### src/rtl/morse_pkg.sv
// morse_pkg: constants shared by the alphabet decoder, the text buffer and
// the VGA renderer.
//   LETTER_W     - width of a decoded letter code
//   LETTER_BLANK - code the display paths render as an empty cell
//   letter_e     - letter codes, A = 0 .. Z = 25
package morse_pkg;

   localparam int LETTER_W = 5;

   typedef logic [LETTER_W-1:0] letter_t;

   localparam letter_t LETTER_BLANK = 5'd31;

   typedef enum logic [LETTER_W-1:0] {
      L_A, L_B, L_C, L_D, L_E, L_F, L_G, L_H, L_I, L_J, L_K, L_L, L_M,
      L_N, L_O, L_P, L_Q, L_R, L_S, L_T, L_U, L_V, L_W, L_X, L_Y, L_Z
   } letter_e;

endpackage

### src/rtl/morse_text_buffer_if.sv
// morse_text_buffer_if: letter input, edit controls and read port of the
// text buffer.
//   master - decoder/display side: drives LETTER, STROBE, BACKSPACE, CLEAR,
//            RD_IDX; observes read data and status
//   slave  - the buffer itself
interface morse_text_buffer_if #(
   parameter int AW = 4
);
   import morse_pkg::*;

   letter_t          LETTER;
   logic             STROBE;
   logic             BACKSPACE;
   logic             CLEAR;
   logic [AW-1:0]    RD_IDX;
   letter_t          RD_LETTER;
   logic             RD_VALID;
   logic [AW:0]      COUNT;
   logic             EMPTY;
   logic             FULL;
   logic             OVERFLOW;
   logic             NEW_LETTER;

   modport master (
      output LETTER, STROBE, BACKSPACE, CLEAR, RD_IDX,
      input  RD_LETTER, RD_VALID, COUNT, EMPTY, FULL, OVERFLOW, NEW_LETTER
   );

   modport slave (
      input  LETTER, STROBE, BACKSPACE, CLEAR, RD_IDX,
      output RD_LETTER, RD_VALID, COUNT, EMPTY, FULL, OVERFLOW, NEW_LETTER
   );

endinterface

### src/rtl/morse_text_buffer_edge_pulse.sv
// edge_pulse: single-bit rising-edge detector.
//   clk, rst_n - clock, asynchronous active-low reset
//   din        - level input (already synchronous / debounced)
//   pulse      - combinational, high in the cycle din is first seen high
module edge_pulse (
   input  logic clk,
   input  logic rst_n,
   input  logic din,
   output logic pulse
);

   logic din_q;
   logic armed;

   always_ff @(posedge clk or negedge rst_n) begin
      if (!rst_n) begin
         din_q <= 1'b0;
         armed <= 1'b0;
      end else begin
         din_q <= din;
         armed <= 1'b1;
      end
   end

   // History resets to 0, so without 'armed' a level held high through reset
   // release would look like a fresh edge. The first clock after release
   // only loads the history; detection starts on the second.
   assign pulse = armed & din & ~din_q;

endmodule

### src/rtl/morse_text_buffer.sv
// morse_text_buffer: circular buffer of decoded letters, oldest to newest,
// with backspace, clear and a registered random-read port for the displays.
//   CLK, RESET_N - clock, asynchronous active-low reset
//   bus          - slave side of morse_text_buffer_if:
//                  LETTER/STROBE commit, BACKSPACE, CLEAR (rising-edge events),
//                  RD_IDX -> RD_LETTER/RD_VALID (1-cycle latency),
//                  COUNT/EMPTY/FULL/OVERFLOW status, NEW_LETTER pulse
// DEPTH must be a power of two >= 2 and AW = log2(DEPTH).
module morse_text_buffer
   import morse_pkg::*;
#(
   parameter int DEPTH = 16,
   parameter int AW    = 4
) (
   input logic                CLK,
   input logic                RESET_N,
   morse_text_buffer_if.slave bus
);

   localparam logic [AW:0] FULL_CNT = (AW+1)'(DEPTH);

   logic stb_ev, bs_ev, clr_ev;

   edge_pulse u_stb (.clk(CLK), .rst_n(RESET_N), .din(bus.STROBE),    .pulse(stb_ev));
   edge_pulse u_bs  (.clk(CLK), .rst_n(RESET_N), .din(bus.BACKSPACE), .pulse(bs_ev));
   edge_pulse u_clr (.clk(CLK), .rst_n(RESET_N), .din(bus.CLEAR),     .pulse(clr_ev));

   letter_t        mem [DEPTH];

   logic [AW-1:0]  head, tail, head_n, tail_n;
   logic [AW:0]    count, count_n;
   logic           empty, full, ovf, ovf_n;
   logic           new_letter, new_letter_n;
   logic           we;
   logic [AW-1:0]  waddr;
   logic [AW-1:0]  raddr;
   logic           rd_hit;
   letter_t        rd_letter;
   logic           rd_valid;

   // Event resolution: clear wins outright; strobe+backspace on a non-empty
   // buffer replaces the newest letter in place.
   always_comb begin
      head_n       = head;
      tail_n       = tail;
      count_n      = count;
      ovf_n        = ovf;
      new_letter_n = 1'b0;
      we           = 1'b0;
      waddr        = tail;
      if (clr_ev) begin
         head_n  = '0;
         tail_n  = '0;
         count_n = '0;
         ovf_n   = 1'b0;
      end else if (stb_ev && bs_ev && !empty) begin
         we           = 1'b1;
         waddr        = tail - 1'b1;
         new_letter_n = 1'b1;
      end else if (stb_ev) begin
         we           = 1'b1;
         waddr        = tail;
         tail_n       = tail + 1'b1;
         new_letter_n = 1'b1;
         if (full) begin
            // oldest letter is overwritten
            head_n = head + 1'b1;
            ovf_n  = 1'b1;
         end else begin
            count_n = count + 1'b1;
         end
      end else if (bs_ev && !empty) begin
         tail_n  = tail - 1'b1;
         count_n = count - 1'b1;
      end
   end

   always_ff @(posedge CLK or negedge RESET_N) begin
      if (!RESET_N) begin
         head       <= '0;
         tail       <= '0;
         count      <= '0;
         empty      <= 1'b1;
         full       <= 1'b0;
         ovf        <= 1'b0;
         new_letter <= 1'b0;
      end else begin
         head       <= head_n;
         tail       <= tail_n;
         count      <= count_n;
         // flags come from the same next-count so they never disagree with COUNT
         empty      <= (count_n == '0);
         full       <= (count_n == FULL_CNT);
         ovf        <= ovf_n;
         new_letter <= new_letter_n;
      end
   end

   // Storage carries no reset; only slots below COUNT are ever exposed.
   always_ff @(posedge CLK) begin
      if (we) mem[waddr] <= bus.LETTER;
   end

   // Read port: logical index is relative to head; mem is sampled before the
   // same-edge write lands, giving read-before-write.
   assign raddr  = head + bus.RD_IDX;
   assign rd_hit = ({1'b0, bus.RD_IDX} < count);

   always_ff @(posedge CLK or negedge RESET_N) begin
      if (!RESET_N) begin
         rd_letter <= LETTER_BLANK;
         rd_valid  <= 1'b0;
      end else begin
         rd_letter <= rd_hit ? mem[raddr] : LETTER_BLANK;
         rd_valid  <= rd_hit;
      end
   end

   assign bus.RD_LETTER  = rd_letter;
   assign bus.RD_VALID   = rd_valid;
   assign bus.COUNT      = count;
   assign bus.EMPTY      = empty;
   assign bus.FULL       = full;
   assign bus.OVERFLOW   = ovf;
   assign bus.NEW_LETTER = new_letter;

endmodule

### src/flat_wrapper.sv
// flat-port wrapper written by rule: the top's interface ports become plain ports
module morse_text_buffer_flat import morse_pkg::*;
#(
   parameter int DEPTH = 16,
   parameter int AW    = 4
)
  (CLK, RESET_N, bus_LETTER, bus_STROBE, bus_BACKSPACE, bus_CLEAR, bus_RD_IDX, bus_RD_LETTER, bus_RD_VALID, bus_COUNT, bus_EMPTY, bus_FULL, bus_OVERFLOW, bus_NEW_LETTER);
  morse_text_buffer_if #(.AW(AW)) bus_i ();
  input logic CLK;
  input logic RESET_N;
  input wire logic [$bits(bus_i.LETTER)-1:0] bus_LETTER;
  input wire logic [$bits(bus_i.STROBE)-1:0] bus_STROBE;
  input wire logic [$bits(bus_i.BACKSPACE)-1:0] bus_BACKSPACE;
  input wire logic [$bits(bus_i.CLEAR)-1:0] bus_CLEAR;
  input wire logic [$bits(bus_i.RD_IDX)-1:0] bus_RD_IDX;
  output wire logic [$bits(bus_i.RD_LETTER)-1:0] bus_RD_LETTER;
  output wire logic [$bits(bus_i.RD_VALID)-1:0] bus_RD_VALID;
  output wire logic [$bits(bus_i.COUNT)-1:0] bus_COUNT;
  output wire logic [$bits(bus_i.EMPTY)-1:0] bus_EMPTY;
  output wire logic [$bits(bus_i.FULL)-1:0] bus_FULL;
  output wire logic [$bits(bus_i.OVERFLOW)-1:0] bus_OVERFLOW;
  output wire logic [$bits(bus_i.NEW_LETTER)-1:0] bus_NEW_LETTER;
  assign bus_i.LETTER = bus_LETTER;
  assign bus_i.STROBE = bus_STROBE;
  assign bus_i.BACKSPACE = bus_BACKSPACE;
  assign bus_i.CLEAR = bus_CLEAR;
  assign bus_i.RD_IDX = bus_RD_IDX;
  assign bus_RD_LETTER = bus_i.RD_LETTER;
  assign bus_RD_VALID = bus_i.RD_VALID;
  assign bus_COUNT = bus_i.COUNT;
  assign bus_EMPTY = bus_i.EMPTY;
  assign bus_FULL = bus_i.FULL;
  assign bus_OVERFLOW = bus_i.OVERFLOW;
  assign bus_NEW_LETTER = bus_i.NEW_LETTER;
  morse_text_buffer #(.DEPTH(DEPTH), .AW(AW)) u_core (.CLK(CLK), .RESET_N(RESET_N), .bus(bus_i));
endmodule
### config.mk
export PLATFORM = sky130hd
export DESIGN_NAME = morse_text_buffer_flat
export DESIGN_NICKNAME = d
export VERILOG_FILES = /design/src/rtl/morse_pkg.sv /design/src/rtl/morse_text_buffer_if.sv /design/src/rtl/morse_text_buffer_edge_pulse.sv /design/src/rtl/morse_text_buffer.sv /design/src/flat_wrapper.sv
export SDC_FILE = /design/constraint.sdc
export NUM_CORES = 1
export LEC_CHECK = 0
export CORE_AREA = 10 10 115 117
export CTS_BUF_LIST = sky130_fd_sc_hd__clkbuf_16
export CTS_CLUSTER_SIZE = 25
export DETAILED_ROUTE_END_ITERATION = 8
export DIE_AREA = 0 0 125 127
export PLACE_DENSITY = 0.76
export SETUP_SLACK_MARGIN = 0.2
export SLEW_MARGIN = 25
export SYNTH_ARGS = -nofsm -noshare
export SYNTH_HDL_FRONTEND = slang
export SYNTH_SLANG_ARGS = --single-unit
### constraint.sdc
create_clock -name CLK -period 2.3 [get_ports CLK]
set_clock_uncertainty 0.15 [all_clocks]
set_input_delay 0.345 -clock CLK [delete_from_list [all_inputs] [get_ports CLK]]
set_output_delay 0.345 -clock CLK [all_outputs]
set_load 0.005 [all_outputs]
==> impl_metrics.prom <==
# TYPE chip_impl_metric gauge
chip_impl_metric{name="fillerInstances",unit=""} 799
chip_impl_info{name="worstHoldEndpoint",value="u_core.u_stb.din_q"} 1
chip_impl_metric{name="cp.arrival",unit="ns"} 2.59
chip_impl_metric{name="antenna_found_initial",unit=""} 0
chip_impl_metric{name="start_util",unit="%"} 43.58
chip_impl_metric{name="numPortBuffers",unit=""} 28
chip_impl_metric{name="full_die_area",unit="sq um"} 15880
chip_impl_metric{name="synth_warnings",unit=""} 0
chip_impl_metric{name="required",unit="ns"} 2.42
chip_impl_metric{name="worstSkewPairLatency",unit="ns"} 0.35
chip_impl_metric{name="vias_in_the_first_global_route",unit=""} 3234
chip_impl_metric{name="clk_pin_slew",unit="ns"} 0.07
chip_impl_metric{name="post-route-util",unit="%"} 59.11
chip_impl_metric{name="timing.fmax",unit="MHz"} 404.8
chip_impl_metric{name="ioPinCount",unit=""} 29
chip_impl_metric{name="power.static_leakage",unit="nW"} 2.421
chip_impl_metric{name="cts_hold_repair_buffers",unit=""} 0
chip_impl_metric{name="timing_worst_slew_pin_value",unit="ns"} 0.5140
chip_impl_metric{name="drt_first_iter_violations",unit=""} 279
chip_impl_metric{name="r2r_cells",unit=""} 8
chip_impl_metric{name="cts-root-to-sink-buffers",unit=""} 2
chip_impl_metric{name="core",unit="sq um"} 11130
chip_impl_info{name="failed_checks",value="setup timing"} 1
chip_impl_metric{name="overall_power",unit="mW"} 6.512
chip_impl_metric{name="clock_sink_count",unit=""} 107
chip_impl_metric{name="die_boundary_width",unit="microns"} 125
chip_impl_metric{name="num-nets-final",unit=""} 434
chip_impl_metric{name="timing.final.crit_period",unit="ns"} 2.471
chip_impl_info{name="hp-class",value="primary input to flip-flop"} 1
chip_impl_metric{name="grt_use_total",unit="%"} 13.76
chip_impl_info{name="cts_tree",value="built"} 1
chip_impl_metric{name="slew_limit_headroom",unit="%"} 65.63
chip_impl_info{name="worstSetupEndpointType",value="flip-flop"} 1
chip_impl_metric{name="grt_overflow_total",unit=""} 0
chip_impl_metric{name="detailed_place_hpwl",unit="mm"} 7.232
chip_impl_info{name="result_of_the_run",value="complete, but fails checks"} 1
chip_impl_info{name="reg2reg_to",value="u_core.bus.RD_LETTER[0]"} 1
chip_impl_metric{name="cts_buffers",unit=""} 9
chip_impl_metric{name="vias_per_cell",unit=""} 5.599
chip_impl_metric{name="drive_gt1_share",unit="%"} 41.40
chip_impl_info{name="grt_setup_unrepaired",value="true"} 1
chip_impl_info{name="hp-start",value="bus_STROBE"} 1
chip_impl_info{name="synth_top_flop_cell",value="edfxtp_1"} 1
chip_impl_metric{name="p_per_area",unit="nW/um^2"} 990.2
chip_impl_metric{name="grt_first_pass_wirelength",unit="mm"} 17.45
chip_impl_metric{name="route.detailed.wl_per_inst",unit="microns"} 20.49
chip_impl_metric{name="syn-cell-area",unit="sq um"} 4848
chip_impl_metric{name="worst_ir_drop_vdd",unit="mV"} 0.4666
chip_impl_metric{name="final_critical_path_setup_slack",unit="ns"} -0.1705
chip_impl_info{name="yosys.area.top_type",value="edfxtp_1"} 1
chip_impl_metric{name="mapped_cells",unit=""} 323
chip_impl_metric{name="hold_path_depth",unit=""} 2
chip_impl_metric{name="placedCellCount",unit=""} 529
chip_impl_info{name="synth.area.top_cells",value="edfxtp_1 (50%), dfrtp_1 (11%), mux4_2 (9.3%)"} 1
chip_impl_metric{name="synth_cell_type_count",unit=""} 57
chip_impl_metric{name="report.final.setup_viol",unit=""} 5
chip_impl_metric{name="route.detailed.drc",unit=""} 0
chip_impl_metric{name="route.final.wire_length",unit="mm"} 11.40
chip_impl_metric{name="number_of_flops_mapped_to_enable_cells_by_yosys",unit=""} 80
chip_impl_metric{name="floorplan.rows",unit=""} 39
chip_impl_metric{name="reg2reg_setup_slack",unit="ns"} -0.17
chip_impl_info{name="ctsRootBufferMaster",value="clkbuf_16"} 1
chip_impl_metric{name="synth_nets",unit=""} 349
chip_impl_metric{name="period_share",unit="%"} 107.4
chip_impl_metric{name="final_cell_count_no_fill",unit=""} 556
chip_impl_metric{name="yosys.area.top_type_share",unit="%"} 49.55
chip_impl_info{name="crit-reg2reg-launch",value="u_core.head[0]"} 1
chip_impl_metric{name="multi_input_comb_area",unit="sq um"} 2029
chip_impl_metric{name="area_growth_syn_to_layout",unit="%"} 35.64
chip_impl_metric{name="first_pass_iters",unit=""} 4
chip_impl_metric{name="dr_total_vias",unit=""} 3113
chip_impl_metric{name="synth-seq-area-share",unit="%"} 63.64
chip_impl_metric{name="die_height",unit="microns"} 127
chip_impl_metric{name="grt_start_max_net_pins",unit=""} 28
chip_impl_metric{name="htree_num_levels",unit=""} 3
chip_impl_metric{name="hold_violations",unit=""} 0
chip_impl_info{name="timing.setup.critical_path_class",value="flip-flop to flip-flop"} 1
chip_impl_metric{name="synth_seq_cells",unit=""} 107
chip_impl_metric{name="storage_cell_area",unit="sq um"} 3085
chip_impl_metric{name="critPathMaxFanout",unit=""} 5
chip_impl_info{name="kind_of_launch_point_of_the_worst_setup_path",value="flip-flop"} 1
chip_impl_metric{name="avg_synthesized_cell_area",unit="sq um"} 15.01
chip_impl_metric{name="maxSlewViolCount",unit=""} 0
chip_impl_metric{name="gp_congestion",unit=""} 0.8365
chip_impl_metric{name="async_set_or_reset_register_ratio_after_synthesis",unit="%"} 25.23
chip_impl_metric{name="maxCapViolations",unit=""} 0
chip_impl_metric{name="num_antenna_cells",unit=""} 0
chip_impl_metric{name="ant_nets",unit=""} 0
[state kept, by name, summed over array words and instances (netlist names), 4 cells and up]
name,flops
u_core.head,4
u_core.bus.RD_LETTER,5
u_core.bus.COUNT,5
u_core.tail,4
u_core.mem,80
[placed cells by master, fill, tap and decap left out, types with 3 or more instances in the layout]
cell type	instances
bufinv_16	4
mux4_2	20
dfstp_2	6
clkdlybuf4s50_1	25
nand3_1	9
dfrtp_1	21
nor3_1	3
xnor2_1	6
inv_1	9
buf_4	38
o21ai_4	3
a21oi_1	3
nand4_1	5
nor2_2	8
and3_4	3
mux2i_1	8
mux2i_2	3
a21oi_4	3
buf_12	3
buf_6	18
o21ai_1	5
nand4b_1	3
nor3b_4	3
nor2_1	18
edfxtp_1	80
a21o_1	4
mux2_4	6
o21ai_0	3
nor2_4	9
ha_1	9
nand2b_1	3
xor2_1	3
nand2_2	3
clkbuf_16	11
nor3_4	3
nand2_1	6
[cell type report]
| type | instances | share of cell area [%] |
|---|---|---|
| clock inverters | 7 | 2.150 |
| repair buffers | 89 | 13.41 |
| well taps | 143 | 2.721 |
| clock buffers | 9 | 3.425 |
| multi-input cells | 192 | 30.86 |
| flip-flops and latches | 107 | 46.92 |
| inverters | 9 | 0.5137 |
[layer usage]
layer | wire (microns) | GRT usage [%] | up-vias
met5 | 0 | 0 | -
met4 | 335 | 6.775 | 0
met3 | 557 | 2.399 | 22
met2 | 5967 | 23.85 | 79
met1 | 4534 | 16.24 | 1605
li1 | - | - | 1407
[kinds of logic after synthesis]
kind of cell	synth area share (%)
and+or+nand+nor	10.94
buffers and inverters	2.219
muxes	13.57
adders and majority gates	3.252
other	0.07735
DFF	63.64
AOI/OAI and AO/OA	4.336
xor gates and xnor gates	1.961
[cell usage after synthesis (all sizes together) (2+ instances only)]
| cell type | n |
|---|---|
| and4bb | 2 |
| nor3b | 4 |
| dfstp | 6 |
| mux4 | 20 |
| nor2 | 35 |
| nor3 | 8 |
| clkbuf | 8 |
| buf | 7 |
| nand4 | 5 |
| nor4 | 2 |
| ha | 11 |
| nand3 | 9 |
| nor4b | 2 |
| nand4b | 3 |
| mux2i | 11 |
| and3b | 2 |
| xor2 | 3 |
| inv | 9 |
| edfxtp | 80 |
| dfrtp | 21 |
| a21oi | 7 |
| nor2b | 2 |
| a21o | 4 |
| nand2b | 3 |
| nand2 | 10 |
| o21ai | 12 |
| mux2 | 8 |
| xnor2 | 7 |
| and3 | 4 |
[timing repair]
| action | CTS | global route |
|---|---|---|
| hold endpoints to repair | 0 | 0 |
| gates cloned | 0 | 3 |
| setup buffers | 4 | 4 |
| gates resized for setup | 55 | 36 |
| pin swaps | 25 | 24 |
| setup endpoints to repair | 87 | 88 |
[where the power goes]
group | internal, mW | switching [mW]
registers | 2.29 | 0.175
logic | 1.14 | 1.06
clock network | 1.18 | 0.673
[worst max-delay path: stages, from the launching register on]
cell and delay [ns]:
dfrtp_1 0.38, ha_2 0.20, inv_2 0.04, fa_2 0.67, clkbuf_16 0.19, mux4_2 0.31
mux2i_2 0.21, mux2_4 0.18, o21ai_1 0.06
[metrics by stage]
| step | setup TNS [ns] | setup slack (ns) | area, sq um | hold WS [ns] |
|---|---|---|---|---|
| floorplan | 0 | 0.1498 | 4933 | -0.1006 |
| CTS | -0.6267 | -0.1412 | 6344 | 0.1403 |
| finish | -0.6293 | -0.1705 | 6576 | 0.1206 |
| global route | -0.9916 | -0.2327 | 6576 | 0.1268 |
| detailed placement | -28.45 | -0.5268 | 5707 | 0.3654 |
| global placement | -24.01 | -0.5091 | 5707 | 0.3282 |
[worst max-delay path by stage]
stage                          start                      end  slack, ns  cells after the start
floorplan           u_core.bus.EMPTY         u_core.mem[2][0]       0.15                      7
global placement       bus_RD_IDX[0]  u_core.bus.RD_LETTER[2]      -0.51                      9
detailed placement     bus_RD_IDX[0]  u_core.bus.RD_LETTER[2]      -0.53                      9
CTS                    bus_RD_IDX[0]  u_core.bus.RD_LETTER[2]      -0.14                      9
global route          u_core.head[0]  u_core.bus.RD_LETTER[0]      -0.23                      8
finish                u_core.head[0]  u_core.bus.RD_LETTER[0]      -0.17                      8
Note: power is estimated with default switching activity, not from simulation.
